`src/rtl/frame_stream_scheduler.sv`:
```
// Raster reader for the RGB444 frame buffer, presented as an Avalon-ST video source.
// A 2-entry buffer absorbs the RAM read latency so the source keeps full rate under backpressure.
module frame_stream_scheduler #(
    parameter int unsigned WIDTH  = 320,
    parameter int unsigned HEIGHT = 240,
    parameter int unsigned ADDR_W = 17,
    parameter int unsigned DATA_W = 12,
    parameter int unsigned SEL_W  = 2
) (
    input  logic              clk,
    input  logic              reset,
    input  logic              enable,
    input  logic [SEL_W-1:0]  filt_select_req,
    output logic [SEL_W-1:0]  filt_select_active,
    output logic              rd_en,
    output logic [ADDR_W-1:0] rd_addr,
    input  logic [DATA_W-1:0] rd_data,
    output logic [DATA_W-1:0] src_data,
    output logic              src_valid,
    input  logic              src_ready,
    output logic              src_sop,
    output logic              src_eop,
    output logic              frame_done,
    output logic [15:0]       frame_count
);

    localparam int unsigned COL_W = (WIDTH > 1) ? $clog2(WIDTH) : 1;
    localparam int unsigned ROW_W = (HEIGHT > 1) ? $clog2(HEIGHT) : 1;
    localparam int unsigned ENT_W = DATA_W + 2;

    typedef enum logic [1:0] {StIdle, StStream, StDrain} state_e;

    state_e             state_q, state_d;
    logic [COL_W-1:0]   col_q;
    logic [ROW_W-1:0]   row_q;
    logic [ADDR_W-1:0]  pix_addr_q;
    logic               rd_en_q;
    logic [ADDR_W-1:0]  rd_addr_q;
    logic               sop_fl_q, eop_fl_q;
    logic [ENT_W-1:0]   buf_q [2];
    logic [1:0]         count_q;
    logic [SEL_W-1:0]   filt_q;
    logic               frame_done_q;
    logic [15:0]        frame_count_q;

    logic       pop, eop_pop, issue, latch_sel, last_pix, wr_idx;
    logic [2:0] occ_next;

    assign pop      = (count_q != 2'd0) && src_ready;
    assign eop_pop  = pop && buf_q[0][DATA_W];
    assign occ_next = 3'(count_q) + 3'(rd_en_q) - 3'(pop);
    assign last_pix = (col_q == COL_W'(WIDTH - 1)) && (row_q == ROW_W'(HEIGHT - 1));
    assign wr_idx   = (count_q == 2'd2) || ((count_q == 2'd1) && !pop);

    always_comb begin
        state_d   = state_q;
        issue     = 1'b0;
        latch_sel = 1'b0;
        case (state_q)
            StIdle: begin
                if (enable) begin
                    state_d   = StStream;
                    latch_sel = 1'b1;
                end
            end
            StStream: begin
                // After an early restart the old frame's EOP may still be leaving the buffer.
                latch_sel = eop_pop;
                if (occ_next < 3'd2) begin
                    issue = 1'b1;
                    if (last_pix) state_d = StDrain;
                end
            end
            StDrain: begin
                // Restart once only the EOP beat remains so the next SOP follows with no gap.
                if (enable && (occ_next <= 3'd1)) begin
                    state_d   = StStream;
                    issue     = 1'b1;
                    latch_sel = (occ_next == 3'd0);
                end else if (!enable && (occ_next == 3'd0)) begin
                    state_d = StIdle;
                end
            end
            default: state_d = StIdle;
        endcase
    end

    always_ff @(posedge clk or posedge reset) begin
        if (reset) begin
            state_q       <= StIdle;
            col_q         <= '0;
            row_q         <= '0;
            pix_addr_q    <= '0;
            rd_en_q       <= 1'b0;
            rd_addr_q     <= '0;
            sop_fl_q      <= 1'b0;
            eop_fl_q      <= 1'b0;
            filt_q        <= '0;
            frame_done_q  <= 1'b0;
            frame_count_q <= '0;
        end else begin
            state_q      <= state_d;
            rd_en_q      <= issue;
            frame_done_q <= eop_pop;
            if (eop_pop) frame_count_q <= frame_count_q + 16'd1;
            if (latch_sel) filt_q <= filt_select_req;
            if (issue) begin
                rd_addr_q <= pix_addr_q;
                sop_fl_q  <= (col_q == '0) && (row_q == '0);
                eop_fl_q  <= last_pix;
                if (last_pix) begin
                    col_q      <= '0;
                    row_q      <= '0;
                    pix_addr_q <= '0;
                end else begin
                    pix_addr_q <= pix_addr_q + ADDR_W'(1);
                    if (col_q == COL_W'(WIDTH - 1)) begin
                        col_q <= '0;
                        row_q <= row_q + ROW_W'(1);
                    end else begin
                        col_q <= col_q + COL_W'(1);
                    end
                end
            end
        end
    end

    // rd_data is captured at the edge that closes the rd_en cycle.
    always_ff @(posedge clk or posedge reset) begin
        if (reset) begin
            buf_q[0] <= '0;
            buf_q[1] <= '0;
            count_q  <= 2'd0;
        end else begin
            count_q <= occ_next[1:0];
            if (pop) buf_q[0] <= buf_q[1];
            if (rd_en_q) buf_q[wr_idx] <= {sop_fl_q, eop_fl_q, rd_data};
        end
    end

    assign rd_en              = rd_en_q;
    assign rd_addr            = rd_addr_q;
    assign src_valid          = (count_q != 2'd0);
    assign src_data           = buf_q[0][DATA_W-1:0];
    assign src_eop            = buf_q[0][DATA_W];
    assign src_sop            = buf_q[0][DATA_W+1];
    assign filt_select_active = filt_q;
    assign frame_done         = frame_done_q;
    assign frame_count        = frame_count_q;

endmodule

```
`config.mk`:
```
export PLATFORM = sky130hd
export DESIGN_NAME = frame_stream_scheduler
export DESIGN_NICKNAME = d
export VERILOG_FILES = /design/src/rtl/frame_stream_scheduler.sv
export SDC_FILE = /design/constraint.sdc
export NUM_CORES = 1
export LEC_CHECK = 0
export CAP_MARGIN = 25
export CORE_MARGIN = 2
export CORE_UTILIZATION = 35
export CTS_BUF_LIST = sky130_fd_sc_hd__clkbuf_16
export CTS_CLUSTER_DIAMETER = 100
export DETAILED_ROUTE_END_ITERATION = 10
export PLACE_DENSITY = 0.6
export SLEW_MARGIN = 20
export SYNTH_ARGS = -nofsm -noshare
export SYNTH_HDL_FRONTEND = slang
export SYNTH_SLANG_ARGS = --single-unit
```
`constraint.sdc`:
```
create_clock -name clk -period 4.3 [get_ports clk]
set_clock_uncertainty 0.1 [all_clocks]
set_input_delay 0.645 -clock clk [delete_from_list [all_inputs] [get_ports clk]]
set_output_delay 0.645 -clock clk [all_outputs]
set_load 0.005 [all_outputs]
```
# Yosys cells after proc, flatten, opt, wreduce, memory -nomap -nowiden
# Cells that the tools add are included.
# totals
reg_bits,105
in_bits,18
output_inout_bits,52
# op_classes
addsub,6
magnitude_cmp,4
n_eq_ne,10
mux,22
bitwise_logic,1
reduce_logical,19
# ops
operator,n
28-bit bitwise mux,1
14-bit two-way mux,2
28-bit two-way mux,1
9-bit two-way mux,2
"17-bit by 1-bit adder with 17-bit output, second input constant",1
17-bit two-way mux,1
"16-bit by 1-bit adder with 16-bit output, second input constant",1
8-bit two-way mux,2
14-bit demux with 1-bit select,1
2-bit two-way mux,5
"9-bit by 1-bit adder with 9-bit output, second input constant",1
"9-bit == test, second input constant",1
9-bit zero test,1
"8-bit by 1-bit adder with 8-bit output, second input constant",1
"8-bit == test, second input constant",1
1-bit logical AND,8
8-bit zero test,1
"2-bit inequality test, second input constant",3
2-bit one-hot mux with 3 select lines,1
"2-bit by 1-bit == test with 1-bit output, second input constant",2
"2-bit == test, second input constant",2
1-bit two-way mux,4
4-bit AND reduction,1
2-bit nonzero test,2
other kinds (15),16

# Depth between registers and ports, before layout
# depth
word_depth,12
mapped_depth,12
ltp_nobuf,10

# Worst setup path before layout
# No wires, ideal clock.
# synth_path
path_kind,input to register
from,input port src_ready
to,register pix_addr_q[10]
setup_ns,0.121
arrival_time_ns,2.609
required_time_ns,4.079
slack_ns,1.469
cell_stages,11
cell_sequence,nand2b_1 nand2_1 ha_1 fa_1 xor2_1 nand4_2 inv_2 nand2_1 nor3_4 buf_2 nor2_1
# synth_between
elab_chain_cells,6
# synth_lines
element,line_no,source
"start, declared",20,"input logic src_ready,"
1-bit logical AND (*),49,assign pop = (count_q != 2'd0) && src_ready;
3-bit by 1-bit subtractor with 3-bit output (*),51,assign occ_next = 3'(count_q) + 3'(rd_en_q) - 3'(pop);
3-bit by 1-bit less-or-equal comparator with 1-bit output,76,if (enable && (occ_next <= 3'd1)) begin
1-bit logical AND,76,
1-bit two-way mux,76,
1-bit one-hot mux with 2 select lines (*),59,case (state_q)
"end signal, assigned",116,pix_addr_q <= pix_addr_q + ADDR_W'(1);
"end, declared",36,logic [ADDR_W-1:0] pix_addr_q;
# Every way passes the cells marked *; elsewhere a longest branch is shown, timed or not.
# A chain may end at the register's enable or synchronous reset.

# Worst setup path after layout
# layout_path
from,input port src_ready
to,register row_q[6]
# layout_between
elab_chain_cells,7
# layout_lines
element,line_no,source
1-bit logical AND (*),49,
3-bit by 1-bit subtractor with 3-bit output (*),51,
3-bit by 1-bit less-or-equal comparator with 1-bit output,76,
1-bit logical AND,76,
1-bit two-way mux,76,
1-bit one-hot mux with 2 select lines (*),59,
2-bit AND reduction (no line) (*),-,
"end signal, assigned",119,row_q <= row_q + ROW_W'(1);
"end, declared",35,logic [ROW_W-1:0] row_q;
# Marks and branches as above.

==> run summary <==
Status - finished clean
Synthesized Nets - 493
Period utilisation layout - 78.34%
Starting Density - 35.53%
Die Y - 122.0 um
Critical Path Sink Type - flop
Top post-synthesis cells by area - dfrtp_1, nand2_1, mux2_2, xnor2_1, xor2_1
Initial DRC Count - 189
Lkg Pwr - 0.002726 uW
# diodes - 0
Relative slew slack - 45.21%
Core area - 13720 um^2
Yosys top cell area share - 53.90%
CTS Hold Bufs - 0
Crit path kind - in -> reg
GR Overflow Total - 0
DPL Wire Length - 6.635 mm
Synth warnings - 0
Worst Max-Slew Pin Slew - 821.9 ps
H-tree depth - 3
Area grow syn2layout - 22.36%
Max Buffers Root-to-Sink - 2
CTS Root Cell - clkbuf_16
DRC viols - 0
Vias per cell - 4.831
Worst Hold Class - reg -> reg
Setup bufs post-CTS - 0
Syn Area/Cell - 10.55 um^2
Routability cong. - 0.7920
Later-pin clock latency in the skew report - 350 ps
Largest net degree at the start of global routing - 68
Compound-gate portion of the synthesized area - 3.953%
Synth Area in Adders - 3.491%
CTS tree - done
Largest family of logic cells by synthesized area - simple AND/OR/NAND/NOR gates
Drt pass-1 iters - 4
Largest area contributor in the synthesized netlist - dfrtp_1
CP Data Arrival Time - 3460 ps
Post-route ant nets - 0
Die Area - 14890 um^2
Via count - 3420
Final Setup Violations - 0
Seq/Total Area, Yosys - 53.90%
Top FF cell, synth - dfrtp_1
Share of cells above drive strength 1 - 9.091%
# IOs - 70
Hold WS - 380.1 ps
Final hold viol count - 0
Yosys reg bits - 105
Final Max Slew Viols - 0
First-pass GRT wire length - 16.52 mm
Post-Route WL - 9.537 mm
Pwr Density - 582.4 nW/um^2
TNS Setup - 0 ps
Post_cts resized - 0
Max VDD drop - 0.2430 mV
RSZ-0062 raised after global routing - no
Worst-path clk slew - 70 ps
Die width - 122.0 um
Synth Area in XOR/XNOR - 7.726%
Critical Path Fanout Max - 19
Port-buffer cells - 69
Row count - 43
Post-synth EDFFs - 0
Fillcell total - 1297
Cell Area, Synth - 4875 um^2
# nets final - 554
Total CTS buffers - 9
Distinct cell type count after synthesis - 46
Initial antenna violation count - 0
CTS Sinks - 105
Via count of the first global-routing pass - 3482
CP required - 4390 ps
Post-synthesis mux area share - 7.495%
Max-cap viol count - 0
Startpoint types - input port
Global router's overall resource usage - 13.87%
Synth Area in Simple Gates - 19.25%
Asr flop ratio synth - 100.0%
Syn Inst Count - 462
Final Critical Period - 3369 ps
WL/cell - 13.47 um
F_max - 0.2968 GHz
==> layout by cell type (no fill, tap or decap), types with 2 or more instances in the layout <==
master	Yosys	layout
clkbuf_16	0	9
nor2_1	47	47
a21oi_1	15	15
and4_1	2	2
dfrtp_1	105	105
o21ai_0	10	10
mux2i_1	14	14
nand2b_1	3	3
ha_1	12	12
clkinvlp_4	0	3
nand3b_1	4	4
and2_1	3	3
and3_1	7	7
nor3_1	4	4
mux2_1	2	2
or3_1	2	2
nor4_1	2	2
clkdlybuf4s50_1	0	69
inv_6	0	2
nand3_1	17	17
xnor2_1	22	22
xor2_1	21	21
nand4_1	14	14
buf_4	13	5
mux2_2	18	18
inv_1	15	14
nand2_1	78	78
nor4_2	2	2
==> critical path, stage by stage <==
cell and delay, ps:
clkdlybuf4s50_1 530, nand2b_1 170, nand2_1 70, ha_1 190
fa_1 410, xor2_1 200, nand4_2 240, inv_2 110
nand2_1 140, nor3_4 640, nor2_1 120
==> final cells by class <==
class                   instances  area [um^2]  share of cell area (%)
clock inverters                 7        52.55                  0.8811
well taps                     180        225.2                   3.776
flip-flops and latches        105         2628                   44.05
clock buffers                   9        225.2                   3.776
repair buffers                 74        728.2                   12.21
multi-input cells             317         2043                   34.26
inverters                      16        62.56                   1.049
==> power by group <==
| part | total, uW | leakage [uW] | internal (uW) | switching, uW |
|---|---|---|---|---|
| clock | 770 | 0.000126 | 396 | 375 |
| combinational | 1260 | 0.00125 | 617 | 640 |
| sequential | 1450 | 0.00135 | 1250 | 194 |
| total | 3470 | 0.00273 | 2270 | 1210 |
==> final timing paths <==
check                           start                          to  slack, ps  depth (start not counted)
max in group asynchronous       reset                src_data[10]       2620                          3
min                        rd_addr[0]                  rd_addr[0]        380                          2
min in group asynchronous       reset  asynchronous set/reset pin        700                          2
max                         src_ready                    row_q[6]        930                         11
max reg2reg                count_q[1]                    row_q[6]       1270                         10
min reg2reg                rd_addr[0]                  rd_addr[0]        380                          2
==> cells in the mapped netlist, drive strengths merged (3+ instances only) <==
cell and n:
a21oi 15, and2 3, and3 7, buf 20
clkbuf 4, dfrtp 105, ha 12, inv 16
mux2 20, mux2i 14, nand2 78, nand2b 3
nand3 17, nand3b 4, nand4 15, nor2 48
nor3 5, nor4 5, o21ai 10, xnor2 22
xor2 21
==> layer usage <==
metal	vias to the layer above	track usage (%)	share of wire [%]
li1	1655	-	-
met1	1677	18.57	48
met2	72	22.17	46
met3	16	2.809	4.2
met4	0	5.388	1.9
met5	-	0	0
==> cell families (layout without fill, tap and decap cells) <==
kind of cell	Yosys count	after routing
muxes	34	34
DFF	105	105
xor gates and xnor gates	43	43
buffers and inverters	40	106
and+or+nand+nor	194	194
AOI/OAI and AO/OA	33	33
adders and majority gates	13	13
==> stage by stage <==
| step | cell area [um^2] | std cells | utilization [%] | total power, uW | setup WS [ps] |
|---|---|---|---|---|---|
| 4_1_cts | 5964 | 708 | 43.47 | 3525 | 917.6 |
| 3_3_place_gp | 5687 | 692 | 41.45 | 2687 | 687.9 |
| 6_report | 5964 | 708 | 43.47 | 3474 | 931.3 |
| 5_1_grt | 5964 | 708 | 43.47 | 3740 | 681.1 |
| 3_5_place_dp | 5687 | 692 | 41.45 | 2741 | 561.8 |
| 2_1_floorplan | 4875 | 462 | - | 2295 | 794.5 |
(Power assumes the default switching activity.)
